`src/rtl/byte_bus_master.sv`:
```
// byte_bus_master
//   Turns a byte stream into single-beat bus transactions.
//   Command frames:
//     'W' (0x57), AddrBytes address bytes, DataBytes data bytes -> one write, ack 0x4B
//     'R' (0x52), AddrBytes address bytes                       -> one read, DataBytes
//                                                                  response bytes, MSB first
//   Ports:
//     clk_i, reset_i            clock, synchronous active-high reset
//     rx_data_i / rx_valid_i    incoming byte stream (no backpressure)
//     tx_data_o / tx_valid_o    response byte stream
//     tx_busy_i                 downstream almost-full; stalls the response
//     bus_addr_o / bus_wdata_o  transaction address and write data
//     bus_we_o / bus_re_o       single-cycle write / read strobes
//     bus_rdata_i               read data, valid ReadLatency cycles after bus_re_o
//     error_o                   single-cycle pulse on any protocol error
module byte_bus_master #(
  parameter int AddrBytes     = 4,
  parameter int DataBytes     = 4,
  parameter int ReadLatency   = 2,
  parameter int TimeoutCycles = 1023
) (
  input  logic                   clk_i,
  input  logic                   reset_i,
  input  logic [7:0]             rx_data_i,
  input  logic                   rx_valid_i,
  output logic [7:0]             tx_data_o,
  output logic                   tx_valid_o,
  input  logic                   tx_busy_i,
  output logic [8*AddrBytes-1:0] bus_addr_o,
  output logic [8*DataBytes-1:0] bus_wdata_o,
  output logic                   bus_we_o,
  output logic                   bus_re_o,
  input  logic [8*DataBytes-1:0] bus_rdata_i,
  output logic                   error_o
);

  localparam int AW   = 8 * AddrBytes;
  localparam int DW   = 8 * DataBytes;
  localparam int MAXB = (AddrBytes > DataBytes) ? AddrBytes : DataBytes;
  localparam int BW   = $clog2(MAXB + 1);
  localparam int TW   = $clog2(TimeoutCycles + 1);
  localparam int LW   = $clog2(ReadLatency + 1);
  localparam int RW   = $clog2(DataBytes + 1);

  localparam logic [BW-1:0] A_LAST = BW'(AddrBytes - 1);
  localparam logic [BW-1:0] D_LAST = BW'(DataBytes - 1);
  localparam logic [TW-1:0] T_LAST = TW'(TimeoutCycles - 1);
  localparam logic [LW-1:0] L_LAST = LW'(ReadLatency);

  typedef enum logic [2:0] {IDLE, ADDR, DATA, WRITE, RWAIT, RESP} state_t;

  state_t          state;
  logic            rd_mode;
  logic [BW-1:0]   bcnt;
  logic [TW-1:0]   icnt;
  logic [LW-1:0]   lcnt;
  logic [RW-1:0]   rcnt;
  logic [AW-1:0]   addr_sh;
  logic [DW-1:0]   wdata_sh;
  logic [AW-1:0]   addr_q;
  logic [DW-1:0]   wdata_q;
  logic [DW-1:0]   resp_q;
  logic            we_q;
  logic            re_q;
  logic            err_q;

  logic [AW-1:0]   addr_nx;
  logic [DW-1:0]   wdata_nx;

  // Frame bytes collect in shadow registers; the bus outputs only change when
  // a frame completes, so an aborted frame never disturbs them.
  assign addr_nx  = (addr_sh << 8) | AW'(rx_data_i);
  assign wdata_nx = (wdata_sh << 8) | DW'(rx_data_i);

  always_ff @(posedge clk_i) begin
    if (reset_i) begin
      state    <= IDLE;
      rd_mode  <= 1'b0;
      bcnt     <= '0;
      icnt     <= '0;
      lcnt     <= '0;
      rcnt     <= '0;
      addr_sh  <= '0;
      wdata_sh <= '0;
      addr_q   <= '0;
      wdata_q  <= '0;
      resp_q   <= '0;
      we_q     <= 1'b0;
      re_q     <= 1'b0;
      err_q    <= 1'b0;
    end else begin
      we_q  <= 1'b0;
      re_q  <= 1'b0;
      err_q <= 1'b0;
      // Bytes arriving while a transaction is in flight are dropped.
      if (rx_valid_i && (state == WRITE || state == RWAIT || state == RESP))
        err_q <= 1'b1;

      case (state)
        IDLE: begin
          if (rx_valid_i) begin
            bcnt <= '0;
            icnt <= '0;
            if (rx_data_i == 8'h57) begin
              rd_mode <= 1'b0;
              state   <= ADDR;
            end else if (rx_data_i == 8'h52) begin
              rd_mode <= 1'b1;
              state   <= ADDR;
            end else begin
              err_q <= 1'b1;
            end
          end
        end

        ADDR: begin
          if (rx_valid_i) begin
            icnt    <= '0;
            addr_sh <= addr_nx;
            if (bcnt == A_LAST) begin
              bcnt <= '0;
              if (rd_mode) begin
                addr_q <= addr_nx;
                re_q   <= 1'b1;
                lcnt   <= '0;
                state  <= RWAIT;
              end else begin
                state <= DATA;
              end
            end else begin
              bcnt <= bcnt + BW'(1);
            end
          end else if (icnt == T_LAST) begin
            icnt  <= '0;
            bcnt  <= '0;
            err_q <= 1'b1;
            state <= IDLE;
          end else begin
            icnt <= icnt + TW'(1);
          end
        end

        DATA: begin
          if (rx_valid_i) begin
            icnt     <= '0;
            wdata_sh <= wdata_nx;
            if (bcnt == D_LAST) begin
              bcnt    <= '0;
              addr_q  <= addr_sh;
              wdata_q <= wdata_nx;
              we_q    <= 1'b1;
              state   <= WRITE;
            end else begin
              bcnt <= bcnt + BW'(1);
            end
          end else if (icnt == T_LAST) begin
            icnt  <= '0;
            bcnt  <= '0;
            err_q <= 1'b1;
            state <= IDLE;
          end else begin
            icnt <= icnt + TW'(1);
          end
        end

        WRITE: begin
          resp_q <= DW'(8'h4B) << (DW - 8);
          rcnt   <= RW'(1);
          state  <= RESP;
        end

        // lcnt is 0 in the cycle bus_re_o is high, so the capture lands
        // exactly ReadLatency cycles after the strobe.
        RWAIT: begin
          if (lcnt == L_LAST) begin
            resp_q <= bus_rdata_i;
            rcnt   <= RW'(DataBytes);
            state  <= RESP;
          end else begin
            lcnt <= lcnt + LW'(1);
          end
        end

        RESP: begin
          if (!tx_busy_i) begin
            resp_q <= resp_q << 8;
            rcnt   <= rcnt - RW'(1);
            if (rcnt == RW'(1))
              state <= IDLE;
          end
        end

        default: state <= IDLE;
      endcase
    end
  end

  // tx_valid_o follows tx_busy_i in the same cycle so nothing is issued
  // while downstream is almost full.
  assign tx_valid_o  = (state == RESP) && !tx_busy_i;
  assign tx_data_o   = resp_q[DW-1 -: 8];
  assign bus_addr_o  = addr_q;
  assign bus_wdata_o = wdata_q;
  assign bus_we_o    = we_q;
  assign bus_re_o    = re_q;
  assign error_o     = err_q;

endmodule
```
`config.mk`:
```
export PLATFORM = sky130hd
export DESIGN_NAME = byte_bus_master
export DESIGN_NICKNAME = d
export VERILOG_FILES = /design/src/rtl/byte_bus_master.sv
export SDC_FILE = /design/constraint.sdc
export NUM_CORES = 1
export LEC_CHECK = 0
export ABC_AREA = 1
export BUFFER_PORTS_ARGS = -buffer_cell sky130_fd_sc_hd__buf_2
export CORE_MARGIN = 2
export CORE_UTILIZATION = 45
export DETAILED_ROUTE_END_ITERATION = 6
export PLACE_DENSITY = 0.66
export SLEW_MARGIN = 5
export SYNTH_ARGS = -nofsm -noshare
export SYNTH_HDL_FRONTEND = slang
export SYNTH_SLANG_ARGS = --single-unit
```
`constraint.sdc`:
```
create_clock -name clk_i -period 1.9 [get_ports clk_i]
set_input_delay 0.475 -clock clk_i [delete_from_list [all_inputs] [get_ports clk_i]]
set_output_delay 0.475 -clock clk_i [all_outputs]
set_load 0.05 [all_outputs]
```
# Yosys cells after proc, flatten, opt, wreduce, memory -nomap -nowiden
# Cells that the tools add are included.
# word_totals
regBits	177
input_bits	44
out_inout_bits	76
word_cells	123
# op_classes
addsub	4
eq_ne	25
muxes	50
bitwise	6
n_reduce_logical	24
# ops
operator	n
$mux W32	7
$pmux W32 S3	1
$or A32 B8 Y32	2
$pmux W32 S2	1
$mux W3	18
$mux W10	3
$pmux W10 S2	1
$ne A2 B2 Y1 const B	9
$pmux W3 S6	1
$eq A8 B7 Y1 const B	2
$reduce_and A3 Y1	4
$add A10 B1 Y10 const B	1
$eq A10 B10 Y1 const B	1
$mux W1	10
$eq A3 B2 Y1 const B	3
$ne A3 B3 Y1 const B	3
$pmux W3 S3	1
$mux W2	4
$reduce_bool A2 Y1	4
$reduce_and A7 Y1	1
$eq A3 B1 Y1 const B	2
$eq A3 B3 Y1 const B	2
$pmux W3 S2	1
$reduce_and A2 Y1	3
other kinds (19)	24

# Logic depth before layout (Yosys ltp)
# Gate-level depths: netlist of the first run.
# logic_depth
word_depth	9
depth_mapped	11
depth_no_buf	11

# Least setup slack after synthesis of the first run
# OpenSTA, ideal clock, no wires.
# synth_timing
path_kind	register -> output
from	register state[0]
to	output port tx_valid_o
t_arrival_ps	1420
required_ps	1425
path_slack_ps	5
stages_incl_launch_ff	5
path_buffers	0
path_cell_list	dfxtp_1 > inv_2 > nor2_2 > nand2_1 > nor2_1
# synth_between
elab_chain_cells	2
# synth_rtl
element	line_no	source
from (decl)	52	state_t state;
from (signal assigned)	77	state <= IDLE;
from (signal assigned)	106	state <= ADDR;
from (signal assigned)	109	state <= ADDR;
$eq A3 B3 Y1	200	assign tx_valid_o = (state == RESP) && !tx_busy_i;
$logic_and A1 B1 Y1	200	
to (decl)	27	output logic tx_valid_o,
# Every way passes these cells.

# Final worst setup path of the first run
# Same ends and word-level chain as after synthesis.

==> qor.txt, run 1 <==
Status: finished, final reports clean
Final core utilization: 55.2%
Post-route non-filler standard cell count: 1,359
Mapped Avg Cell Area: 7.19 µm²
Total clock sinks: 177
Mux cell area share after synthesis: 0%
Die Area: 17,500 µm²
Worst R2R Path Depth: 11
Fin crit period: 1830 ps
First-pass GRT wire length: 28.9 mm
WL final: 17.5 mm
Dpl cell area: 8230 µm²
Synth Area in Simple Gates: 25.8%
I/O pins: 120
Layout Cell Area excl Fill: 8830 µm²
Yosys Warn Count: 0
Worst flop-to-flop path endpoint: bus_addr_o[23]
Area leader, netlist: dfxtp_1
Total GRT Usage: 20.0%
Worst R2R Start: state[0]
Post-synthesis cell area: 7420 µm²
CP required: 1420 ps
Synth Area in Compound Gates: 16.0%
Clk_lat worst skew: 420 ps
Vias: 6,586
DRC errors left: 0
Count of final hold-check violations: 0
ANT nets after route: 0
Layout cells sized above 1: 18.6%
CTS tree: done
Layout Area Growth over Synthesis: 19.0%
DR WL/cell: 12.9 µm
Reg2Reg Setup Slack: 220 ps
Root Buffer: clkbuf_16
Initial antenna violation count: 1
Register area share after synthesis: 47.8%
Worst min path class: input port to register
Clk slew on worst S/H paths: 60 ps
Core Area: 16,000 µm²
Most common library cells after synthesis: nor2_1 (197), nand2_1 (183), dfxtp_1 (177)
Post-synth top area share: 47.8%
Most frequent cell after synthesis: nor2_1
Largest family of logic cells by synthesized area: simple AND/OR/NAND/NOR gates
# rows: 46
Top FF cell, synth: dfxtp_1
Critical Path End: tx_valid_o
Placer congestion estimate: 0.867
Crit path kind: register to primary output
Fin Clk Skew: 9.05 ps
Vias in the first global route: 5,994
DRT iter0 DRCs: 390
Max IR drop VDD: 0.607 mV
Via-to-Cell Ratio: 4.85
Final setup fails: 0
Clock buffer depth: 2
Worst-margin pin slew: 405 ps
TritonCTS buffer count: 17
Synth area leaders: dfxtp_1 (48%), o21ai_0 (11%), nor2_1 (10%)
Synth Area in Adders: 1.01%
Fmax: 548 MHz
Largest net degree at the start of global routing: 70
PortBufs: 119
Placed cell count: 1,329
Yosys reg bits: 177
Slew headroom: 73.0%
Max-slew violations: 0
Post-synth EDFFs: 0
Post-synthesis cell type count: 32
Worst Path Arrival: 1350 ps
TritonRoute pass-1 iters: 5
Chip Width: 132 µm
Synthesized instance count: 1,031
Starting Density: 46.3%
Nets: 1,182
Crit-path max FO: 6
H-tree Lvls: 4
P_leak: 0.00390 µW
Total power draw: 7370 µW
Die height: 132 µm
Crit start category: register
Number of max-cap violations: 0
Critical Path Start: state[0]
Pwr/cell area: 835 nW/µm²
Post-Syn Nets: 1,081
Xor and xnor area share after synthesis: 0.472%
Worst setup EP type: primary output
Total negative slack: 0 ps
Post-synth ARST share: 0%
GRT overflow: 0
Fin crit share: 96.1%
DP HPWL: 12.5 mm
cell families after synthesis:
| logic type | Yosys count |
|---|---|
| compound gates | 235 |
| xor+xnor | 4 |
| fa+ha+maj | 6 |
| buf+inv | 143 |
| flops | 177 |
| simple gates | 466 |
worst max-delay path, stage by stage (launching register included):
cell and delay (ps):
dfxtp_4 390, inv_2 50, nor2_4 120, nand2_2 110, nor2_2 110, buf_6 160
flip-flops by register name, summed over array words and instances (netlist names), 10 cells and up:
name	cells
resp_q	32
bus_wdata_o	32
wdata_sh	24
addr_sh	32
icnt	10
bus_addr_o	32
per-layer routing:
metal,global-route usage [%],part of all wire [%],up-vias
met5,0,0,-
li1,-,-,3510
met3,3.27,3.2,15
met2,32.3,46,115
met4,7.11,1.3,0
met1,27.2,49,2946
cell type report:
| type | count | area (µm²) |
|---|---|---|
| fillers | 1599 | 7170 |
| flip-flops and latches | 177 | 3550 |
| multi-input cells | 711 | 3220 |
| repair buffers | 150 | 926 |
| clock buffers | 21 | 460 |
| inverters | 75 | 288 |
| well taps | 216 | 270 |
| clock inverters | 8 | 108 |
| diodes | 1 | 2.50 |
metrics by stage:
| stage | hold slack (ps) | worst slack, ps |
|---|---|---|
| final | 326 | 73.5 |
| after global routing | 332 | -4.15 |
| after CTS | 311 | 12.5 |
| after detailed placement | 439 | 100 |
| after global placement | 433 | 179 |
| after floorplan | 425 | 4.98 |
cells in the final DEF, fill, tap and decap left out, types with 3 or more instances in the layout:
cell type / netlist / layout
a21oi_1: 62 / 62
buf_12: 0 / 7
buf_2: 22 / 118
buf_4: 13 / 23
clkbuf_16: 0 / 17
clkinvlp_4: 0 / 3
dfxtp_1: 177 / 175
ha_1: 6 / 6
inv_1: 63 / 62
inv_2: 11 / 11
nand2_1: 183 / 181
nand2_2: 6 / 8
nand3_1: 56 / 56
nand4_1: 6 / 6
nor2_1: 197 / 196
nor2_2: 4 / 4
nor2_4: 3 / 4
nor3_1: 5 / 5
o21ai_0: 165 / 165
o21ai_1: 4 / 4
xor2_1: 3 / 3
worst min-delay path by stage:
stage                     slack, ps          to            from  cells past startpoint
final                           330   resp_q[4]  bus_rdata_i[4]                      3
after global routing            330   resp_q[4]  bus_rdata_i[4]                      3
after CTS                       310   resp_q[6]  bus_rdata_i[6]                      3
after detailed placement        440  resp_q[23]      resp_q[23]                      2
after global placement          430  resp_q[23]      resp_q[23]                      2
after floorplan                 420  resp_q[23]      resp_q[23]                      2
report_power, final:
group	total (µW)	leakage, µW	internal [µW]	switching [µW]
Sequential	3720	0.00143	3710	3.84
Combinational	234	0.00220	82.1	152
Clock	3410	0.000269	1990	1420
what timing repair did:
item,in CTS,in global routing
setup buffers,0,0
resized for setup,5,6
cloned,0,0
pin swaps,0,0
endpoints found under the setup margin,1,29
hold buffers,0,0
(Power assumes the default switching activity.)
==> inputs of run 2 (changes only) <==
- CTS_CLUSTER_DIAMETER: default -> 200
- clock period: 1.9 -> 2.1 ns (I/O delays scaled with it)
==> run 2 against run 1 <==
Against the previous run:
- via count is 0.56% higher
- clock-buffer cell count is 4 higher
- combinational power is 12% lower
- critical path type unchanged
- largest cell class unchanged
- largest power group unchanged
- highest routed layer unchanged
==> qor.txt, run 2 (synthesized netlist as in run 1, its figures left out) <==
Status: finished, final reports clean
Int Pwr: 5230 µW (-9.7%)
Clk slew on worst S/H paths: 60 ps (about the same)
Register area: 3540 µm² (-0.11%)
TritonCTS buffer count: 17 (unchanged)
CP cell instances: inv_2, nor2_2, nand2_4, nor2_1, buf_4
DRC errors left: 0 (unchanged)
Area of the multi-input gates: 3220 µm² (-0.16%)
Worst setup EP type: primary output
Met2 wire length: 8.07 mm (-0.16%)
Vias in the first global route: 5,996 (+0.033%)
I/O pins: 120 (unchanged)
DP Worst Slack: 206 ps (+106 ps)
Clock group share of total power: 46.2% (about the same)
Fin crit period: 2070 ps
Crit-path max FO: 7 (+1)
Switching Power: 1400 µW (-11%)
Placer congestion estimate: 0.832 (-4.0%)
P_leak: 0.00384 µW (-1.5%)
Chip Width: 132 µm (unchanged)
Core Area: 16,000 µm² (unchanged)
WL final: 17.7 mm (+1.2%)
Nets: 1,170 (-1.0%)
Fin crit share: 98.8%
Final setup margin: 26.1 ps (-47.4 ps)
Starting Density: 46.3% (unchanged)
Layout cells sized above 1: 17.6% (-1.0 points)
Total negative slack: 0 ps (unchanged)
Largest net degree at the start of global routing: 56 (-20%)
Vias: 6,623 (+0.56%)
Max-slew violations: 0 (unchanged)
DR WL/cell: 13.1 µm (+1.9%)
Post-route non-filler standard cell count: 1,349 (-0.74%)
Clock buffer depth: 2 (unchanged)
Leading cell type in the layout, fill and taps excluded: nor2_1
Pwr/cell area: 766 nW/µm² (-8.3%)
DRT iter0 DRCs: 418 (+7.2%)
TritonRoute pass-1 iters: 4 (-1)
# rows: 46 (unchanged)
Max IR drop VDD: 0.548 mV (-9.7%)
Crit path kind: register to primary output
H-tree Lvls: 4 (unchanged)
DP HPWL: 12.2 mm (-2.7%)
Antenna cells: 0 (-1)
RSZ-0062 raised after global routing: true
# fillers: 1,640 (+2.6%)
Switching portion of total power: 21.2% (-0.23 points)
ANT nets after route: 0 (unchanged)
PortBufs: 119 (unchanged)
Initial antenna violation count: 0 (-1)
Crit start category: register
Layout Area Growth over Synthesis: 16.8%
Combinational power share: 3.1% (about the same)
Die height: 132 µm (unchanged)
Most frequent cells in the layout: nor2_1 (197), nand2_1 (182), dfxtp_1 (176)
Total clock sinks: 177 (unchanged)
GRT overflow: 0 (unchanged)
Sequential power share: 50.7% (+0.2 points)
Total GRT Usage: 20.6% (+0.54 points)
Met3 routed WL: 751 µm (+34%)
Top Layer Used: met4
Placed cell count: 1,317 (-0.90%)
Count of final hold-check violations: 0 (unchanged)
Worst min path class: input port to register
First-pass GRT wire length: 29.4 mm (+1.8%)
CP peak stage delay: 400 ps (about the same)
Slew headroom: 63.9% (-9.1 points)
Fmax: 482 MHz
Via-to-Cell Ratio: 4.91 (+1.3%)
Number of max-cap violations: 0 (unchanged)
Slowest stage cell on the critical path: dfxtp_2
Wire length on met1: 8.60 mm (-0.55%)
CTS tree: done
Fin Clk Skew: 4.37 ps (-4.68 ps)
Clk_lat worst skew: 420 ps (about the same)
Worst-margin pin slew: 541 ps (+136 ps)
Die Area: 17,500 µm² (unchanged)
CP required: 1570 ps (+150 ps)
Worst Path Arrival: 1550 ps (+200 ps)
Final setup fails: 0 (unchanged)
Root Buffer: clkbuf_16
## run 2: cell types whose count changed in the layout (fill, tap and decap cells not counted), moves of 2 or more
cell        change
buf_12          -5
buf_4           -5
buf_6           -2
clkbuf_8        +3
clkinvlp_4      -2
nand2_2         -2
## run 2: power by group through the flow
stage	clock [µW]	sequential (µW)	combinational (µW)
after global routing	3280	3360	231
after CTS	3140	3360	206
final	3060	3370	205
after floorplan	0	3440	110
after global placement	0	3440	205
after detailed placement	0	3440	205
## run 2: layout make-up
class                      count  share of cell area, %
inverter                      75                   3.29
tap                          216                   3.12
timing repair buffer         138                   8.84
sequential                   177                   40.9
clock buffer                  25                   5.83
multi-input combinational    711                   37.1
clock inverter                 7                  0.852
## run 2: worst paths after layout
path	to	slack, ps	cells after the start	from
worst max-delay path	tx_valid_o	30	5	state[0]
worst min register to register	resp_q[23]	450	2	resp_q[23]
worst max register to register	bus_wdata_o[18]	280	10	state[1]
worst min-delay path	resp_q[4]	380	3	bus_rdata_i[4]
## run 2: critical path, delay by kind of cell, from the launching register on
kind	cells	cell delay, ps
AND/OR/NAND/NOR	3	480
flip-flops	1	400
buffers and inverters	2	250
## run 2: routing by layer
layer	global-route usage, %	vias up
met3	4.46	20
met1	28.4	2974
met4	6.51	0
met2	32.2	140
met5	0	-
li1	-	3489
## run 2: repair_timing
action | 4_1_cts | 5_1_grt
gates cloned | 0 | 0
buffers inserted | 0 | 0
resized for setup | 3 | 1
endpoints found under the setup margin | 1 | 3
hold buffers | 0 | 0
## run 2: through the flow
step                      util, %  cell area (µm²)  hold WS, ps  power (µW)
final                        54.1             8660          377        6630
after global routing         54.1             8660          366        6870
after detailed placement     50.5             8070          446        3650
after CTS                    54.1             8660          359        6710
after global placement       50.5             8070          439        3650
after floorplan                 -             7420          425        3550
